--- src/rtl/status_led_driver_if.sv ---
// rtl/status_led_driver_if.sv - link/activity/error inputs and LED outputs of status_led_driver.
interface status_led_driver_if #(
    parameter int N_CH = 2
);
    logic            rdy;
    logic [N_CH-1:0] act;
    logic            err;
    logic            err_clr;
    logic            green;
    logic            red;
    logic [N_CH-1:0] act_led;

    modport master (
        output rdy, act, err, err_clr,
        input  green, red, act_led
    );

    modport slave (
        input  rdy, act, err, err_clr,
        output green, red, act_led
    );
endinterface

--- src/rtl/status_led_driver.sv ---
// rtl/status_led_driver.sv - bi-colour link LED plus stretched per-channel activity LEDs.
// Optional macro LED_ACTIVE_LOW_EN inverts all LED outputs inside their output registers.
module status_led_driver #(
    parameter int N_CH      = 2,
    parameter int CNT_W     = 26,
    parameter int BLINK_BIT = 21
) (
    input  logic                clk,
    input  logic                rst,
    status_led_driver_if.slave  bus
);
`ifdef LED_ACTIVE_LOW_EN
    localparam logic OUT_INV = 1'b1;
`else
    localparam logic OUT_INV = 1'b0;
`endif

    localparam logic [CNT_W-1:0]   CNT_ONE   = {{(CNT_W-1){1'b0}}, 1'b1};
    localparam logic [BLINK_BIT:0] BLINK_ONE = {{BLINK_BIT{1'b0}}, 1'b1};

    logic [N_CH-1:0]  r_act_meta;
    logic [N_CH-1:0]  r_act_s;
    logic             r_err_meta;
    logic             r_err_s;
    logic [BLINK_BIT:0] r_blink_cnt;
    logic [CNT_W-1:0] r_su_cnt;
    logic [CNT_W-1:0] r_hold [N_CH];
    logic             r_err_lat;
    logic             r_green;
    logic             r_red;
    logic [N_CH-1:0]  r_act_led;

    logic [N_CH-1:0]  w_active;
    logic             w_blink;
    logic             w_green_nxt;
    logic             w_red_nxt;
    logic [N_CH-1:0]  w_act_led_nxt;

    // act and err may come from other domains; two flops each.
    always_ff @(posedge clk) begin
        if (rst) begin
            r_act_meta <= '0;
            r_act_s    <= '0;
            r_err_meta <= 1'b0;
            r_err_s    <= 1'b0;
        end else begin
            r_act_meta <= bus.act;
            r_act_s    <= r_act_meta;
            r_err_meta <= bus.err;
            r_err_s    <= r_err_meta;
        end
    end

    always_ff @(posedge clk) begin
        if (rst || !bus.rdy) begin
            r_blink_cnt <= '0;
            r_su_cnt    <= '0;
        end else begin
            r_blink_cnt <= r_blink_cnt + BLINK_ONE;
            if (!r_su_cnt[CNT_W-1])
                r_su_cnt <= r_su_cnt + CNT_ONE;
        end
    end

    // Stretch counters rest at all ones (expired); activity restarts them from zero.
    always_ff @(posedge clk) begin
        for (int i = 0; i < N_CH; i++) begin
            if (rst || !bus.rdy)
                r_hold[i] <= '1;
            else if (r_act_s[i])
                r_hold[i] <= '0;
            else if (!r_hold[i][CNT_W-1])
                r_hold[i] <= r_hold[i] + CNT_ONE;
        end
    end

    always_ff @(posedge clk) begin
        if (rst)
            r_err_lat <= 1'b0;
        else if (r_err_s)
            r_err_lat <= 1'b1;
        else if (bus.err_clr)
            r_err_lat <= 1'b0;
    end

    always_comb begin
        w_active = '0;
        for (int i = 0; i < N_CH; i++)
            w_active[i] = ~r_hold[i][CNT_W-1];
    end

    assign w_blink = r_blink_cnt[BLINK_BIT];

    always_comb begin
        w_green_nxt   = 1'b0;
        w_red_nxt     = 1'b1;
        w_act_led_nxt = '0;
        if (bus.rdy) begin
            w_green_nxt = (|w_active) ? w_blink : 1'b1;
            for (int i = 0; i < N_CH; i++)
                w_act_led_nxt[i] = w_active[i] ? w_blink : 1'b1;
            if (r_err_lat)
                w_red_nxt = w_blink;
            else
                w_red_nxt = ~r_su_cnt[CNT_W-1];
        end
    end

    always_ff @(posedge clk) begin
        if (rst) begin
            r_green   <= OUT_INV;
            r_red     <= ~OUT_INV;
            r_act_led <= {N_CH{OUT_INV}};
        end else begin
            r_green   <= w_green_nxt ^ OUT_INV;
            r_red     <= w_red_nxt ^ OUT_INV;
            r_act_led <= w_act_led_nxt ^ {N_CH{OUT_INV}};
        end
    end

    assign bus.green   = r_green;
    assign bus.red     = r_red;
    assign bus.act_led = r_act_led;
endmodule

--- src/flat_wrapper.sv ---
// flat-port wrapper written by rule: the top's interface ports become plain ports
module status_led_driver_flat 
#(
    parameter int N_CH      = 2,
    parameter int CNT_W     = 26,
    parameter int BLINK_BIT = 21
)
  (clk, rst, bus_rdy, bus_act, bus_err, bus_err_clr, bus_green, bus_red, bus_act_led);
  status_led_driver_if #(.N_CH(N_CH)) bus_i ();
  input  logic clk;
  input  logic rst;
  input wire logic [$bits(bus_i.rdy)-1:0] bus_rdy;
  input wire logic [$bits(bus_i.act)-1:0] bus_act;
  input wire logic [$bits(bus_i.err)-1:0] bus_err;
  input wire logic [$bits(bus_i.err_clr)-1:0] bus_err_clr;
  output wire logic [$bits(bus_i.green)-1:0] bus_green;
  output wire logic [$bits(bus_i.red)-1:0] bus_red;
  output wire logic [$bits(bus_i.act_led)-1:0] bus_act_led;
  assign bus_i.rdy = bus_rdy;
  assign bus_i.act = bus_act;
  assign bus_i.err = bus_err;
  assign bus_i.err_clr = bus_err_clr;
  assign bus_green = bus_i.green;
  assign bus_red = bus_i.red;
  assign bus_act_led = bus_i.act_led;
  status_led_driver #(.N_CH(N_CH), .CNT_W(CNT_W), .BLINK_BIT(BLINK_BIT)) u_core (.clk(clk), .rst(rst), .bus(bus_i));
endmodule
--- config.mk ---
export PLATFORM = sky130hd
export DESIGN_NAME = status_led_driver_flat
export DESIGN_NICKNAME = d
export VERILOG_FILES = /design/src/rtl/status_led_driver_if.sv /design/src/rtl/status_led_driver.sv /design/src/flat_wrapper.sv
export SDC_FILE = /design/constraint.sdc
export NUM_CORES = 1
export LEC_CHECK = 0
export BUFFER_PORTS_ARGS = -buffer_cell sky130_fd_sc_hd__buf_2
export CORE_UTILIZATION = 40
export CTS_BUF_LIST = sky130_fd_sc_hd__clkbuf_4
export CTS_CLUSTER_DIAMETER = 30
export DETAILED_ROUTE_END_ITERATION = 8
export PLACE_DENSITY_LB_ADDON = 0.12
export SYNTH_ARGS = -nofsm -noshare
export SYNTH_HDL_FRONTEND = slang
export SYNTH_SLANG_ARGS = --single-unit
export TNS_END_PERCENT = 100
--- constraint.sdc ---
create_clock -name clk -period 2 [get_ports clk]
set_clock_uncertainty 0.2 [all_clocks]
set_input_delay 0 -clock clk [delete_from_list [all_inputs] [get_ports clk]]
set_output_delay 0 -clock clk [all_outputs]
set_load 0.02 [all_outputs]
Word-level counts from Yosys, hierarchy flattened
Memories as Yosys holds them, arrays and structs flattened.
Cells that the tools add are included.
Widths: inputs -> output; s select.
Storage, ports and cells
  register bits: 59
  bits in latches: 0
  memory bits (writable): 52
  bits in read-only memories: 0
  bits of input ports: 7
  output and inout bits: 4
  word-level logic and storage cells: 56
  memories kept: 1
Cells by class
  add/sub/neg operators: 4
  multiply operators: 0
  div/mod/pow operators: 0
  order comparisons: 0
  equal/unequal tests: 0
  shift operators: 0
  muxes and demuxes: 27
  bitwise gates (word level): 8
  reduce and logical (&&, ||, !) cells: 5
Memories
  u_core.r_hold: depth 2, bits a word 26, read ports 2, clocked after memory_dff 0, write ports 2, RTL line status_led_driver.sv:27  | logic [CNT_W-1:0] r_hold [N_CH];
Operator list (count)
  $mux 26: 5
  $add 26x1->26 const B: 3
  $add 22x1->22 const B: 1
  $mux 1: 22
  $not 1->1: 4
  $or 1x1->1: 4
  $reduce_or 2->1: 2
  $reduce_bool 2->1: 1
  $logic_not 1->1: 1
  $logic_or 1x1->1: 1

Depth between registers and ports, before layout
  depth after elaboration: 6
  depth in mapped cells: 6

Worst setup path after synthesis
No wires, ideal clock.
  path type: flip-flop to flip-flop
  start point: mem u_core.r_hold[1][4]
  end point: mem u_core.r_hold[1][20] (data pin)
  arrival time: 1705 ps
  data required time: 1542 ps
  setup slack: -163 ps
  stages on the path, launching flop included: 7
  path buffers: 1
  cell sequence: edfxtp_1 nand4_4 or4_4 buf_6 nor4_4 xnor2_1 o21ai_2
RTL lines (RTL line)
  start, declared: status_led_driver.sv:27

==> results.sh <==
export IMPL_ff_latch_area_mm2=0.002743
export IMPL_worst_slew_pin_transition_ps=530.4
export IMPL_gr_total_overflow=0
export IMPL_gr_usage_all_layers=0.1555
export IMPL_peakVddDrop_uv=553.7
export IMPL_grt_start_max_net_pins=48
export IMPL_detail_route_vias_per_cell=5.059
export IMPL_drc=0
export IMPL_async_flop_share=0
export IMPL_avgRoutedWirePerCell_um=13.02
export IMPL_post_route_worst_setup_slack_ps=6.529
export IMPL_multi_input_comb_area_mm2=0.002382
export IMPL_clk_pin_slew_ps=190
export IMPL_setup_worst_path_end="u_core.r_hold[1][20]"
export IMPL_worstSetupEndpointType="flip-flop"
export IMPL_initial_antenna_violation_count=0
export IMPL_setup_reg_to_reg_worst_slack_ps=7
export IMPL_core_region_area_mm2=0.01257
export IMPL_synth_flop_cell="sky130_fd_sc_hd__dfxtp_1"
export IMPL_synth_mux_area_frac=0.001943
export IMPL_final_util=0.4763
export IMPL_cpLargestDelayFamily="simple AND/OR/NAND/NOR gates"
export IMPL_worstSkewPairLatency_ps=490
export IMPL_clk_root_buffer_cell="sky130_fd_sc_hd__clkbuf_4"
export IMPL_route_antenna_remaining_nets=0
export IMPL_cp_cell_sequence="nand2_1 > or4_4 > nor4_4 > xnor2_1 > o21ai_2"
export IMPL_timing_reg2reg_worst_path_depth=5
export IMPL_period_minus_slack_ps=1993
export IMPL_yosysWarnings=0
export IMPL_timing_critical_path_buf_inv=0
export IMPL_worstHoldPathType="input pin to flip-flop"
export IMPL_yosys_top_cell_by_area="sky130_fd_sc_hd__edfxtp_1"
export IMPL_timing_fmax_mhz=501.6
export IMPL_synth_adder_area_share=0.01214
export IMPL_synth_compound_gate_area_share=0.05780
export IMPL_tritoncts="done"
export IMPL_cp_required_ps=2050
export IMPL_dp_worst_setup_slack_ps=-15.24
export IMPL_crit_cells=5
export IMPL_height_of_the_die_um=115.5
export IMPL_worst_setup_path_start_kind="flip-flop"
export IMPL_cp_slowest_stage_delay_ps=660
export IMPL_final_count_of_hold_timing_violations=0
export IMPL_dieWidth_um=115.5
export IMPL_largest_family_of_logic_cells_by_synthesized_area="simple AND/OR/NAND/NOR gates"
export IMPL_place_hpwl_mm=6.313
export IMPL_rows=41
export IMPL_slowest_stage="sky130_fd_sc_hd__or4_4"
export IMPL_ys_types=39
export IMPL_min_from="rst"
export IMPL_static_leakage_power_nw=2.087
export IMPL_yosys_area_share_xor_xnor=0.1496
export IMPL_antennaDiodeCount=0
export IMPL_maxSlewHeadroom=0.6455
export IMPL_area_growth_synth_to_final_pct=16.17
export IMPL_clk_sinks=111
export IMPL_number_of_vias_after_detailed_routing=3754
export IMPL_drt_first_pass_iters=4
export IMPL_crit_arrival_ps=2040
export IMPL_synth_most_common_cell="sky130_fd_sc_hd__nor2_1"
export IMPL_count_of_flip_flops_with_a_built_in_enable_after_synthesis=52
export IMPL_final_min_period_over_clock_period=0.9967
export IMPL_nets=577
export IMPL_final_replace_weighted_congestion=0.7340
export IMPL_drive_gt1_frac=0.1526
export IMPL_detail_route_iter0_violations=245
export IMPL_synth_cell_area_mm2=0.005152
export IMPL_launch_instance_of_the_worst_register_to_register_path="u_core.r_hold[1][10]"
export IMPL_regToRegEndpoint="u_core.r_hold[1][20]"
export IMPL_synth_seq_area_share=0.5323
export IMPL_register_bit_count_reported_by_yosys=111
export IMPL_cts_buffers=9
export IMPL_netlist_area_leader_share=0.3031
export IMPL_io_pins=11
export IMPL_portBuffers=10
export IMPL_synth_area_per_inst_um2=10.14
export IMPL_power_per_cell_area_mw_per_mm2=679.2
export IMPL_critical_path_max_fanout=6
export IMPL_clock_path_buffers=2
export IMPL_status="finished clean"
export IMPL_postSynthNetCount=520
export IMPL_fin_max_slew_vios=0
export IMPL_route_final_wire_length_mm=9.664
export IMPL_cp_startpoint="u_core.r_hold[1][10]"
export IMPL_synth_top_cells_by_count="sky130_fd_sc_hd__nor2_1 (65), sky130_fd_sc_hd__xor2_1 (60), sky130_fd_sc_hd__dfxtp_1 (59)"
export IMPL_start_util=0.4100
export IMPL_via_count_of_the_first_global_routing_pass=3486
export IMPL_grt_pass1_wl_mm=16.23
export IMPL_finalSetupViolations=0
export IMPL_htree_num_levels=3
export IMPL_start_to_end_type_of_the_worst_setup_path="flip-flop to flip-flop"
export IMPL_unrepaired_setup_endpoints_after_global_routing="yes"
export IMPL_n_fill_cell=1182
export IMPL_synth_simple_area_share=0.2275
export IMPL_die_area_mm2=0.01334
export IMPL_maxCapViolations=0
export IMPL_synth_top_cells_by_area="sky130_fd_sc_hd__edfxtp_1 (30%), sky130_fd_sc_hd__dfxtp_1 (23%), sky130_fd_sc_hd__xor2_1 (10%)"
export IMPL_post_synth_inst_count=508
-- kinds of logic (layout without fill, tap and decap cells) --
group,count (synthesis),count (layout)
multiplexers,1,1
flip-flops,111,111
AO/OA/AOI/OAI,57,57
buffers and inverters,23,85
AND/OR/NAND/NOR,223,223
adder cells (fa/ha/maj),5,5
XOR/XNOR,88,88
-- worst min-delay path, delay by kind of cell --
family | cells | cell delay (ps)
AND/OR/NAND/NOR | 1 | 60
buffers and inverters | 2 | 710
-- layout by cell type, fill, tap and decap left out, types with 2 or more instances in the layout --
master / synthesis / final
sky130_fd_sc_hd__buf_2: 0 / 10
sky130_fd_sc_hd__inv_8: 0 / 4
sky130_fd_sc_hd__o21ai_0: 47 / 47
sky130_fd_sc_hd__edfxtp_1: 52 / 52
sky130_fd_sc_hd__xnor2_1: 28 / 28
sky130_fd_sc_hd__or3_1: 2 / 2
sky130_fd_sc_hd__and3_1: 12 / 12
sky130_fd_sc_hd__clkbuf_4: 0 / 9
sky130_fd_sc_hd__o21ai_1: 3 / 3
sky130_fd_sc_hd__a21oi_1: 3 / 3
sky130_fd_sc_hd__inv_1: 7 / 7
sky130_fd_sc_hd__nor2b_1: 10 / 10
sky130_fd_sc_hd__nor3_4: 0 / 3
sky130_fd_sc_hd__nand3_1: 33 / 32
sky130_fd_sc_hd__xor2_1: 60 / 60
sky130_fd_sc_hd__nor3_1: 12 / 9
sky130_fd_sc_hd__buf_4: 0 / 42
sky130_fd_sc_hd__nand2_1: 35 / 34
sky130_fd_sc_hd__nor2_2: 0 / 3
sky130_fd_sc_hd__dfxtp_1: 59 / 59
sky130_fd_sc_hd__nand4_1: 25 / 25
sky130_fd_sc_hd__nor2_1: 65 / 62
sky130_fd_sc_hd__nand4b_1: 3 / 3
sky130_fd_sc_hd__clkinv_8: 0 / 2
sky130_fd_sc_hd__dlygate4sd3_1: 0 / 9
sky130_fd_sc_hd__nor4_4: 1 / 2
sky130_fd_sc_hd__and4_1: 12 / 12
sky130_fd_sc_hd__ha_1: 5 / 5
sky130_fd_sc_hd__or4_4: 1 / 2
sky130_fd_sc_hd__and2_1: 3 / 3
-- through the flow --
stage,hold slack [ps],TNS [ps],power [mW],area (um^2),cells
floorplan,-128.4,-94.61,2.801,5157,508
detailed placement,22.33,-20.65,2.919,5633,711
global route,79.02,-390.3,4.271,5986,742
finish,93.76,0,4.065,5986,742
CTS,40.82,0,4.104,5906,738
global placement,11.84,0,2.914,5633,711
-- flip-flops by register name (all words and copies together), names as in the netlist --
name                cells
u_core.r_su_cnt        26
u_core.r_act_meta       2
u_core.bus.red          1
u_core.r_err_lat        1
u_core.r_act_s          2
u_core.r_blink_cnt     22
u_core.r_err_s          1
u_core.bus.green        1
u_core.r_hold          52
u_core.bus.act_led      2
u_core.r_err_meta       1
-- power by group --
group,switching (mW),internal (mW)
registers,0.0275,2.42
clock network,0.841,0.311
logic,0.252,0.216
-- how the worst min path moves through the flow --
stage,to,slack (ps),depth (start not counted)
finish,u_core.r_err_s,90,3
global route,u_core.r_err_s,80,3
global placement,u_core.r_err_meta,10,2
floorplan,u_core.r_act_meta[0],-130,1
CTS,u_core.r_err_s,40,3
detailed placement,u_core.r_err_meta,20,2
-- routing by layer --
metal,vias to the layer above,GRT usage,part of all wire
li1,1918,-,-
met1,1789,0.2000,0.48
met2,41,0.2527,0.49
met3,6,0.04759,0.024
met4,0,0.04329,0.010
met5,-,0,0
-- area by class of cell --
| cell class | count | share of cell area |
|---|---|---|
| sequential | 111 | 0.4582 |
| multi-input combinational | 374 | 0.3980 |
| timing repair buffer | 62 | 0.07797 |
| tap | 172 | 0.03595 |
| clock inverter | 7 | 0.01421 |
| clock buffer | 9 | 0.01129 |
| inverter | 7 | 0.004390 |
-- repair_timing --
item / in CTS / in global routing
gates resized for setup: 3 / 10
setup buffers: 2 / 4
endpoints found under the setup margin: 4 / 15
hold buffers: 9 / 0
endpoints found under the hold margin: 35 / 0
pin swaps: 3 / 9
Power figures use the tool's default switching activity.
